[src/rtl/aes_pkg.sv]
// Shared AES MixColumns definitions: GF(2^8) helpers, state width, FSM states.
// Imported by mix_column_unit and mix_columns_iter.
package aes_pkg;

    localparam int STATE_W = 128;

    typedef enum logic [1:0] {
        ST_IDLE = 2'd0,
        ST_RUN  = 2'd1,
        ST_DONE = 2'd2
    } fsm_e;

    // Multiply by x modulo x^8+x^4+x^3+x+1.
    function automatic logic [7:0] xtime(input logic [7:0] b);
        return {b[6:0], 1'b0} ^ (b[7] ? 8'h1B : 8'h00);
    endfunction

    // Multiply by a 4-bit constant (02, 03, 09, 0B, 0D, 0E) via xtime chain.
    function automatic logic [7:0] gf_mul(input logic [7:0] a,
                                          input logic [3:0] k);
        logic [7:0] p;
        logic [7:0] x;
        p = '0;
        x = a;
        for (int i = 0; i < 4; i++) begin
            if (k[i]) p = p ^ x;
            x = xtime(x);
        end
        return p;
    endfunction

endpackage

[src/rtl/mix_column_unit.sv]
// Combinational (Inv)MixColumns on one 32-bit column; byte r at [8r+:8].
// Ports: col_i column in, inverse_i mode select, col_o transformed column.
module mix_column_unit
    import aes_pkg::*;
#(
    parameter bit INV_EN = 1'b1
) (
    input  logic [31:0] col_i,
    input  logic        inverse_i,
    output logic [31:0] col_o
);

    logic [7:0] a [4];
    logic [7:0] fwd;
    logic [7:0] inv;

    always_comb begin
        for (int r = 0; r < 4; r++) begin
            a[r] = col_i[8*r +: 8];
        end
        col_o = '0;
        for (int r = 0; r < 4; r++) begin
            // Circulant matrix: row r is row 0 rotated right by r.
            fwd = gf_mul(a[r], 4'h2)
                ^ gf_mul(a[(r+1)%4], 4'h3)
                ^ a[(r+2)%4]
                ^ a[(r+3)%4];
            inv = gf_mul(a[r], 4'hE)
                ^ gf_mul(a[(r+1)%4], 4'hB)
                ^ gf_mul(a[(r+2)%4], 4'hD)
                ^ gf_mul(a[(r+3)%4], 4'h9);
            col_o[8*r +: 8] = (INV_EN && inverse_i) ? inv : fwd;
        end
    end

endmodule

[src/rtl/mix_columns_iter.sv]
// Iterative AES (Inv)MixColumns over a 128-bit state, COLS_PER_CYCLE columns
// per cycle. Ports: clk, rst (sync, active-low), in_valid/in_ready + state +
// inverse input handshake, out_valid/out_ready + state_out result, busy.
module mix_columns_iter
    import aes_pkg::*;
#(
    parameter int COLS_PER_CYCLE = 1,
    parameter bit INV_EN         = 1'b1
) (
    input  logic               clk,
    input  logic               rst,
    input  logic               in_valid,
    output logic               in_ready,
    input  logic [STATE_W-1:0] state,
    input  logic               inverse,
    output logic               out_valid,
    input  logic               out_ready,
    output logic [STATE_W-1:0] state_out,
    output logic               busy
);

    if (!(COLS_PER_CYCLE == 1 || COLS_PER_CYCLE == 2 ||
          COLS_PER_CYCLE == 4)) begin : g_bad_cols
        $error("mix_columns_iter: COLS_PER_CYCLE must be 1, 2 or 4");
    end

    localparam int STEPS = 4 / COLS_PER_CYCLE;
    localparam int CNT_W = (STEPS > 1) ? $clog2(STEPS) : 1;
    localparam logic [CNT_W-1:0] LAST = CNT_W'(STEPS - 1);

    fsm_e               state_q;
    logic [CNT_W-1:0]   cnt_q;
    logic               inv_q;
    logic               out_valid_q;
    logic [STATE_W-1:0] work_q;
    logic [STATE_W-1:0] work_d;

    logic [31:0] col_in  [COLS_PER_CYCLE];
    logic [31:0] col_out [COLS_PER_CYCLE];

    for (genvar g = 0; g < COLS_PER_CYCLE; g++) begin : g_unit
        assign col_in[g] =
            work_q[32*(int'(cnt_q)*COLS_PER_CYCLE + g) +: 32];

        mix_column_unit #(
            .INV_EN(INV_EN)
        ) u_col (
            .col_i    (col_in[g]),
            .inverse_i(inv_q),
            .col_o    (col_out[g])
        );
    end

    // Working register with the current column group replaced.
    always_comb begin
        work_d = work_q;
        for (int g = 0; g < COLS_PER_CYCLE; g++) begin
            work_d[32*(int'(cnt_q)*COLS_PER_CYCLE + g) +: 32] = col_out[g];
        end
    end

    always_ff @(posedge clk) begin
        if (!rst) begin
            state_q     <= ST_IDLE;
            cnt_q       <= '0;
            inv_q       <= 1'b0;
            out_valid_q <= 1'b0;
            work_q      <= '0;
        end else begin
            unique case (state_q)
                ST_IDLE: begin
                    if (in_valid) begin
                        work_q  <= state;
                        inv_q   <= inverse & INV_EN;
                        cnt_q   <= '0;
                        state_q <= ST_RUN;
                    end
                end
                ST_RUN: begin
                    work_q <= work_d;
                    // Counter holds on the last step; it never wraps.
                    if (cnt_q == LAST) begin
                        state_q     <= ST_DONE;
                        out_valid_q <= 1'b1;
                    end else begin
                        cnt_q <= cnt_q + 1'b1;
                    end
                end
                ST_DONE: begin
                    if (out_ready) begin
                        state_q     <= ST_IDLE;
                        out_valid_q <= 1'b0;
                    end
                end
                default: begin
                    state_q     <= ST_IDLE;
                    out_valid_q <= 1'b0;
                end
            endcase
        end
    end

    assign in_ready  = rst & (state_q == ST_IDLE);
    assign busy      = (state_q != ST_IDLE);
    assign out_valid = out_valid_q;
    assign state_out = work_q;

endmodule

[config.mk]
export PLATFORM = sky130hd
export DESIGN_NAME = mix_columns_iter
export DESIGN_NICKNAME = d
export VERILOG_FILES = /design/src/rtl/aes_pkg.sv /design/src/rtl/mix_column_unit.sv /design/src/rtl/mix_columns_iter.sv
export SDC_FILE = /design/constraint.sdc
export NUM_CORES = 1
export LEC_CHECK = 0
export BUFFER_PORTS_ARGS = -buffer_cell sky130_fd_sc_hd__buf_4
export CAP_MARGIN = 25
export CORE_ASPECT_RATIO = 1.5
export CORE_MARGIN = 5
export CORE_UTILIZATION = 45
export CTS_CLUSTER_SIZE = 25
export DETAILED_ROUTE_END_ITERATION = 8
export PLACE_DENSITY = 0.69
export REMOVE_ABC_BUFFERS = 1
export SLEW_MARGIN = 0
export SYNTH_ARGS = -nofsm -noshare
export SYNTH_HDL_FRONTEND = slang
export SYNTH_HIERARCHICAL = 1
export SYNTH_SLANG_ARGS = --single-unit
[constraint.sdc]
create_clock -name clk -period 5.6 [get_ports clk]
set_clock_uncertainty 0.1 [all_clocks]
set_input_delay 0.56 -clock clk [delete_from_list [all_inputs] [get_ports clk]]
set_output_delay 0.56 -clock clk [all_outputs]
set_load 0.01 [all_outputs]
==> results.md, run 1 <==
- The later pin in the worst-skew pair is clocked with a latency of between 0.4 and 0.5 ns.
- Counting every sink on the clock net gives ~130.
- Summed over all instances, the cell type with the most area after synthesis is sky130_fd_sc_hd__dfxtp_1.
- The number of hold violations in the final report is 0.
- The flip-flop and latch count after synthesis is ~130.
- The upper clock frequency limit is between 0.2 and 0.25 GHz.
- The floorplan step defined a core boundary enclosing 23,100 sq um.
- The number of hold buffers added after CTS is 0.
- Counting distinct cell types in the post-synthesis netlist gives ~40.
- The post-cts repair resize count is 0.
- The setup slack of the worst register-to-register path is 1.43 ns.
- Yosys printed 6 warnings.
- Using the TritonRoute via totals, the vias-per-cell ratio works out to between 5 and 6.
- The number of rows in the core area is 68.
- The H-tree was split into 4 levels.
- Among all stages on the critical path, the largest delay is contributed by sky130_fd_sc_hd__mux4_2.
- On the final layout, the worst hold slack is 0.266 ns.
- The number of antenna violations at the first check in global routing is 0.
- The total leakage power is approximately 5.3 nW.
- The width of the die is between 100 and 150 microns.
- The critical path launch point type is a flip-flop.
- The die area is 26,600 sq um.
- At the end of routability-driven placement, the weighted congestion stood at just under 1.
- Ranked by total cell area, the synthesized netlist is headed by sky130_fd_sc_hd__dfxtp_1 (26%), sky130_fd_sc_hd__xnor2_1 (13%), sky130_fd_sc_hd__o221a_2 (12%), sky130_fd_sc_hd__o21a_1 (9.2%), sky130_fd_sc_hd__mux4_2 (6.9%).
- The first global-routing pass estimated between 50,000 and 60,000 microns of wire.
- The initial utilization of the core area, before any placement, comes to 0.455.
- Setup repair after global routing left no endpoint under its margin.
- After global routing the overflow that remains totals 0.
- Each instance of the synthesized netlist takes up on average approximately 9.6 sq um.
- Relative to the synthesized area, the layout overhead comes to 25.9%.
- The proportion of layout cells with a drive suffix above 1 is 0.384.
- In the final routed layout, each cell accounts on average for 23.5 microns.
- The worst setup path is of the flip-flop to flip-flop kind.
- The via count is approximately 9,600.
- The root cell of the clock tree is sky130_fd_sc_hd__clkbuf_16.
- Entering global routing, the biggest net connects 65 pins.
- Along the worst path, the maximum fanout reaches 16.
- The net count of the finished layout is around 1,400.
- The global router's overall resource usage is 0.278.
- The critical path capture point type is a flip-flop.
- The number of enable-type register cells in the synthesized netlist is 0.
- For this run, the slowest stage of the critical path takes between 0.7 and 0.8 ns.
- The synthesized netlist occupies a cell area of 10,500 sq um.
- The TritonCTS clock tree is built.
- The part of the Yosys area used for sequential elements is 0.255.
- The number of global-route vias before repair is 9,960.
- Walking the worst path, the cells encountered are buf_12, mux4_2, xor2_4, xnor2_2, xnor3_2, xnor3_1, a21oi_2, xor2_1, inv_1, nor3_1, o221a_2.
- At the pin with the least slew margin, the transition time is roughly 0.89 ns.
- In this run the count of I/O pins placed on the die edge is 264.
- Clock-pin slew was measured on the worst setup and hold paths at roughly 0.06 ns.
- Once detailed placement completed, the half-perimeter wirelength came to 27,800 microns.
- The instance area after placement is around 13,000 sq um.
- The chip height is roughly 200 microns.
- Data arrives at the worst endpoint at around 4.5 ns.
- The total negative slack is 0 ns.
- After detailed routing, the total wire length is between 30,000 and 40,000 microns.
- Counting both buffers and inverters, the worst setup path holds a total of 2.
- The top cell type's share of synthesized area is 0.255.
- Measured against its own limit, the worst slew margin works out to 0.403.
- For this run, asynchronously set or reset flops after synthesis account for 0.
- Dividing total power by cell area gives a power density of 410 nW/um^2.
- After the first detailed-routing iteration, the DRC count stood at roughly 800.
- The count of final setup violators is 0.
- Data on the critical path is required at its endpoint by 5.88 ns.
- The count of nets left with antenna violations once routing finished came out at 0.
- The synthesized instance count is roughly 1,100.
- The top cell family by delay on the critical path is XOR/XNOR gates.
- After layout, the minimum clock period comes to 4.17 ns.
- The path type of the worst min-delay path is primary input to flip-flop.
- The worst ir drop on vdd is about 260 uV.
- The flip-flop cell with the highest count after synthesis is sky130_fd_sc_hd__dfxtp_1.
- The number of max-cap violations is 0.
- Summing all non-filler instances in the final layout gives an area of roughly 13,000 sq um.
- In this run, CTS created clock tree buffers numbering 17.
- After detailed routing, the number of remaining DRC violations is 0.
- The max-slew violation count is 0.
- The longest clock path from root to sink contains 2 buffers.
- The share of the clock period used by the worst path is 0.745.
- The number of setup buffers added after CTS is 0.
- The count of buffers added on input and output ports is ~260.
- The run finished with clean final reports.
- The number of antenna repair diodes is 0.
- The number of optimization iterations in the first detailed-route pass is 7.
[routing by layer]
metal  part of all wire  global-route usage  wire (microns)
met1               0.38               0.324           14300
met2               0.52               0.490           19500
met3              0.066              0.0449            2490
met4              0.041               0.140            1550
met5                  0                   0               0
[through the flow]
| stage | power, W | setup WS (ns) | util | std cells |
|---|---|---|---|---|
| 6_report | 0.00542 | 1.43 | 0.573 | 1609 |
| 3_5_place_dp | 0.00418 | 1.43 | 0.545 | 1576 |
| 4_1_cts | 0.00541 | 1.41 | 0.572 | 1608 |
| 3_3_place_gp | 0.00417 | 1.49 | 0.541 | 1572 |
| 2_1_floorplan | 0.00338 | 0.846 | - | 972 |
| 5_1_grt | 0.00568 | 1.20 | 0.573 | 1609 |
[cell usage in the layout (no fill, tap or decap), drive strengths merged]
| cell | synthesis | final |
|---|---|---|
| buf | 48 | 290 |
| xnor2 | 166 | 166 |
| dfxtp | 134 | 134 |
| o21a | 129 | 129 |
| o221a | 128 | 128 |
| nor3 | 96 | 96 |
| nand2 | 81 | 81 |
| xor2 | 56 | 56 |
| inv | 35 | 35 |
| mux4 | 32 | 32 |
| and3 | 31 | 31 |
| clkbuf | 77 | 23 |
| xnor3 | 14 | 14 |
| a21oi | 13 | 13 |
| mux2i | 12 | 12 |
| nor2 | 10 | 10 |
| nand3b | 6 | 6 |
| ha | 5 | 5 |
| o21ai | 5 | 5 |
| clkinv | 0 | 4 |
| bufinv | 0 | 4 |
| xor3 | 3 | 3 |
| or2 | 2 | 2 |
| nand2b | 2 | 2 |
| and2 | 2 | 2 |
| nor2b | 2 | 2 |
| nand4 | 2 | 2 |
| o31ai | 2 | 2 |
| or3b | 2 | 2 |
| nor4b | 1 | 1 |
| and4 | 1 | 1 |
| clkinvlp | 0 | 1 |
[state kept, by name, indices dropped and copies added (netlist names)]
name / cells
state_q: 2
out_valid: 1
cnt_q: 2
inv_q: 1
state_out: 128
[cells in the mapped netlist (5+ instances only)]
cell and n:
sky130_fd_sc_hd__nor3_1 96, sky130_fd_sc_hd__buf_2 29, sky130_fd_sc_hd__o221a_2 116, sky130_fd_sc_hd__mux2i_1 12
sky130_fd_sc_hd__and3_1 31, sky130_fd_sc_hd__dfxtp_1 134, sky130_fd_sc_hd__o221a_1 12, sky130_fd_sc_hd__a21oi_1 12
sky130_fd_sc_hd__xor2_1 50, sky130_fd_sc_hd__buf_6 16, sky130_fd_sc_hd__clkbuf_1 77, sky130_fd_sc_hd__xnor3_1 12
sky130_fd_sc_hd__nand2_1 81, sky130_fd_sc_hd__nand3b_1 6, sky130_fd_sc_hd__inv_1 35, sky130_fd_sc_hd__mux4_2 32
sky130_fd_sc_hd__xnor2_1 157, sky130_fd_sc_hd__ha_1 5, sky130_fd_sc_hd__nor2_1 10, sky130_fd_sc_hd__xnor2_2 9
sky130_fd_sc_hd__o21a_1 129
[worst register-to-register path, cell delays in order (launching register included)]
cell and delay, ns:
sky130_fd_sc_hd__dfxtp_2 0.61, sky130_fd_sc_hd__buf_12 0.25, sky130_fd_sc_hd__mux4_2 0.72, sky130_fd_sc_hd__xor2_4 0.27, sky130_fd_sc_hd__xnor2_2 0.32, sky130_fd_sc_hd__xnor3_2 0.52, sky130_fd_sc_hd__xnor3_1 0.39, sky130_fd_sc_hd__a21oi_2 0.15
sky130_fd_sc_hd__xor2_1 0.29, sky130_fd_sc_hd__inv_1 0.07, sky130_fd_sc_hd__nor3_1 0.19, sky130_fd_sc_hd__o221a_2 0.24
[worst paths after layout]
path              from       endpoint  cells past startpoint
min            inverse          inv_q                      3
max           cnt_q[0]  state_out[83]                     11
max reg2reg   cnt_q[0]  state_out[83]                     11
min reg2reg  out_valid      out_valid                      2
[cell families (layout without fill, tap and decap cells)]
group,Yosys count,after routing,synth area share
mux,44,44,0.0801
fa+ha+maj,5,5,0.00596
compound gates,277,277,0.240
xor+xnor,239,239,0.235
simple gates,238,238,0.111
buf+inv,160,357,0.0728
flops,134,134,0.255
[where the power goes]
group | leakage [nW] | internal (W) | switching (W)
Combinational | 3.89 | 0.00147 | 0.00158
Clock | 0.307 | 0.000777 | 0.000447
Sequential | 1.11 | 0.00105 | 0.000100
Total | 5.31 | 0.00329 | 0.00213
[cell type report]
type                    count  area, sq um
flip-flops and latches    134         2690
inverters                  35          131
repair buffers            290         2280
clock buffers              23          478
multi-input cells         803         7110
well taps                 315          394
fillers                  2039         9840
clock inverters             9          148
(Power assumes the default switching activity.)
==> inputs of run 2 (changes only) <==
Clock period 5.6 ns to 3.95 ns, I/O delays scaled along.
==> results.md, run 2 (synthesis gave the netlist of run 1 again) <==
- The flow ran to the end, and the final reports show no timing, DRC or antenna violations.
- The worst ir drop on vdd is 410 uV (+58%).
- The data required time of the critical path was 4.23 ns (-1.65 ns).
- The number of max-cap violations is 0 (unchanged).
- The maximum count of clock buffers along a single path is 2 (unchanged).
- The wire length of the first global-routing pass is 58,300 microns (+1.8%).
- The sum of buffers and inverters on the critical path is 2 (unchanged).
- For this design, the slowest cell found on the critical path is sky130_fd_sc_hd__mux4_2.
- The max-slew violation count is 0 (unchanged).
- The width of the die is 135 microns (unchanged).
- The post-cts repair resize count is 0 (unchanged).
- The CTS buffer count came to 17 (unchanged).
- The path type of the worst min-delay path is primary input to flip-flop.
- The detailed-placement wirelength estimate is 28,000 microns (+0.80%).
- Setup repair after global routing left no endpoint under its margin.
- The chip height is 197 microns (unchanged).
- The global router's overall resource usage is 0.282 (+0.00445).
- The area growth from synthesis to layout is 28.2%.
- The clock slew seen by the registers of the worst setup and hold paths is 0.06 ns (about the same).
- The critical path capture point type is a flip-flop.
- The worst hold margin is 0.0902 ns (-0.176 ns).
- The upper clock frequency limit is 0.269 GHz (+12%).
- TritonCTS built the clock tree.
- The leading cell type in the layout, fill and taps excluded is sky130_fd_sc_hd__buf_4.
- The starting density of the core was 0.455 (unchanged).
- The first-iteration detailed-routing DRC count came to 753 (-5.6%).
- The routed wire length was 38,200 microns (+0.98%).
- The share of the core filled with cells in the final layout is 0.584 (+0.0106).
- Grouping stages by cell kind, the critical path spends the most delay in XOR/XNOR gates.
- The data arrival at the endpoint of the critical path is 4.00 ns (-0.45 ns).
- The via density per instance came to 5.91 (-0.71%).
- The total setup buffers inserted after CTS is 0 (unchanged).
- The startpoint of the worst register-to-register path is cnt_q[0].
- In the layout the commonest cells are sky130_fd_sc_hd__buf_4 (313), sky130_fd_sc_hd__xnor2_1 (156), sky130_fd_sc_hd__dfxtp_1 (132).
- The number of optimization iterations in the first detailed-route pass came to 6 (-1).
- The maximum fanout encountered on the critical timing path came to 23 (+7).
- The sequential cell area is 2690 sq um (unchanged).
- The via count is 9,693 (+1.2%).
- The fill cell instance count of the final layout was 2,066 (+1.3%).
- The number of antenna violations at the first check in global routing is 1 (+1).
- The worst setup path is launched from a flip-flop.
- The final RePlAce weighted congestion is 0.964 (-0.74%).
- The number of nets with antenna violations after routing is 0 (unchanged).
- The longest individual stage delay on the worst path is 0.71 ns (about the same).
- The largest net degree at the start of global routing is 65 (unchanged).
- The multi-input gate area in the final layout came to 7110 sq um (+0.11%).
- The post-route cell area is 13,500 sq um (+1.8%).
- The number of sinks handled by clock tree synthesis was 134 (unchanged).
- The instance area after placement came to 12,800 sq um (+1.9%).
- The root cell of the clock tree is sky130_fd_sc_hd__clkbuf_16.
- The count of boundary I/O pins is 264 (unchanged).
- The flip-flop count of the largest register after layout is 128 (unchanged).
- The worst min-delay path startpoint is inverse.
- The worst-skew pair later-pin latency is 0.45 ns (about the same).
- The cell repeated most along the worst path is sky130_fd_sc_hd__xnor2_1.
- The remaining global-route overflow is 0 (unchanged).
- The number of global-route vias before repair was 10,200 (+2.0%).
- The count of unresolved DRC violations after routing is 0 (unchanged).
- The total leakage power is 5.46 nW (+2.9%).
- The critical setup path kind is flip-flop to flip-flop.
- The die area is 26,600 sq um (unchanged).
- The transition at the pin with the smallest max-transition slack was 1.02 ns (+0.124 ns).
- The final critical-path required period came to 3.72 ns (-0.450 ns).
- The number of cells in the finished layout apart from fillers is 1,640 (+1.9%).
- The share of the clock period used by the worst path came to 0.942 (+0.197).
- The worst slew slack as a fraction of its limit is 0.320 (-0.0832).
- The proportion of layout cells with a drive suffix above 1 is 0.400 (+0.0155).
- The number of hold buffers added after CTS is 0 (unchanged).
- The instance count after placement with tap cells included is 1,607 (+2.0%).
- The net count of the finished layout is 1,449 (+2.1%).
- In this run the worst setup path begins at cnt_q[0].
- The power per cell area was 584 nW/um^2 (+42%).
- The depth of the CTS H-tree came to 4 (unchanged).
- The mean routed wirelength per cell is 23.3 microns (-0.93%).
- The count of final setup violators is 0 (unchanged).
- The area of the core was 23,100 sq um (unchanged).
- The number of hold violations in the final report is 0 (unchanged).
- The number of rows in the core area is 68 (unchanged).
- The critical path goes through buf_12, mux4_2, xnor2_2, xnor3_1, xnor2_1, xnor2_1, a21oi_1, xor2_1, inv_1, nor3_1, o221a_1.
- The count of input and output buffers is 263 (unchanged).
## run 2: cell types whose count changed in the layout (fill, tap and decap cells not counted), sizes merged
| cell | previous run | this run |
|---|---|---|
| clkinv | 4 | 3 |
| clkbuf | 23 | 24 |
| diode | 0 | 1 |
| buf | 290 | 320 |
## run 2: final timing paths
check / slack [ns] / depth (start not counted) / endpoint
max: 0.23 / 11 / state_out[78]
min: 0.09 / 3 / inv_q
max reg2reg: 0.23 / 11 / state_out[78]
min reg2reg: 0.36 / 2 / out_valid
## run 2: layout make-up
type	count	share of cell area
antenna	1	0.000186
inverter	35	0.00976
sequential	134	0.199
timing repair buffer	320	0.185
multi-input combinational	803	0.528
clock inverter	8	0.0106
tap	315	0.0293
clock buffer	24	0.0373
## run 2: routing by layer
metal	up-vias	share of wire	global-route usage
li1	4415	-	-
met1	4673	0.37	0.337
met5	-	0	0
met4	0	0.043	0.134
met3	113	0.067	0.0413
met2	492	0.51	0.496
## run 2: stage by stage
step           total power (W)  setup slack [ns]  TNS (ns)
6_report               0.00787             0.230         0
5_1_grt                0.00827           0.00933         0
4_1_cts                0.00786             0.173         0
3_5_place_dp           0.00609             0.176         0
3_3_place_gp           0.00606             0.281         0
2_1_floorplan          0.00479            -0.804    -61.22
## run 2: worst register-to-register path: stages, from the launching register on
cell and delay, ns:
sky130_fd_sc_hd__dfxtp_2 0.44, sky130_fd_sc_hd__buf_12 0.23, sky130_fd_sc_hd__mux4_2 0.74, sky130_fd_sc_hd__xnor2_2 0.38, sky130_fd_sc_hd__xnor3_1 0.44, sky130_fd_sc_hd__xnor2_1 0.16, sky130_fd_sc_hd__xnor2_1 0.13, sky130_fd_sc_hd__a21oi_1 0.21
sky130_fd_sc_hd__xor2_1 0.35, sky130_fd_sc_hd__inv_1 0.08, sky130_fd_sc_hd__nor3_1 0.19, sky130_fd_sc_hd__o221a_1 0.21
## run 2: power by group
part           switching, W  internal [W]
Combinational       0.00229       0.00218
Sequential         0.000140       0.00148
Clock              0.000636       0.00114
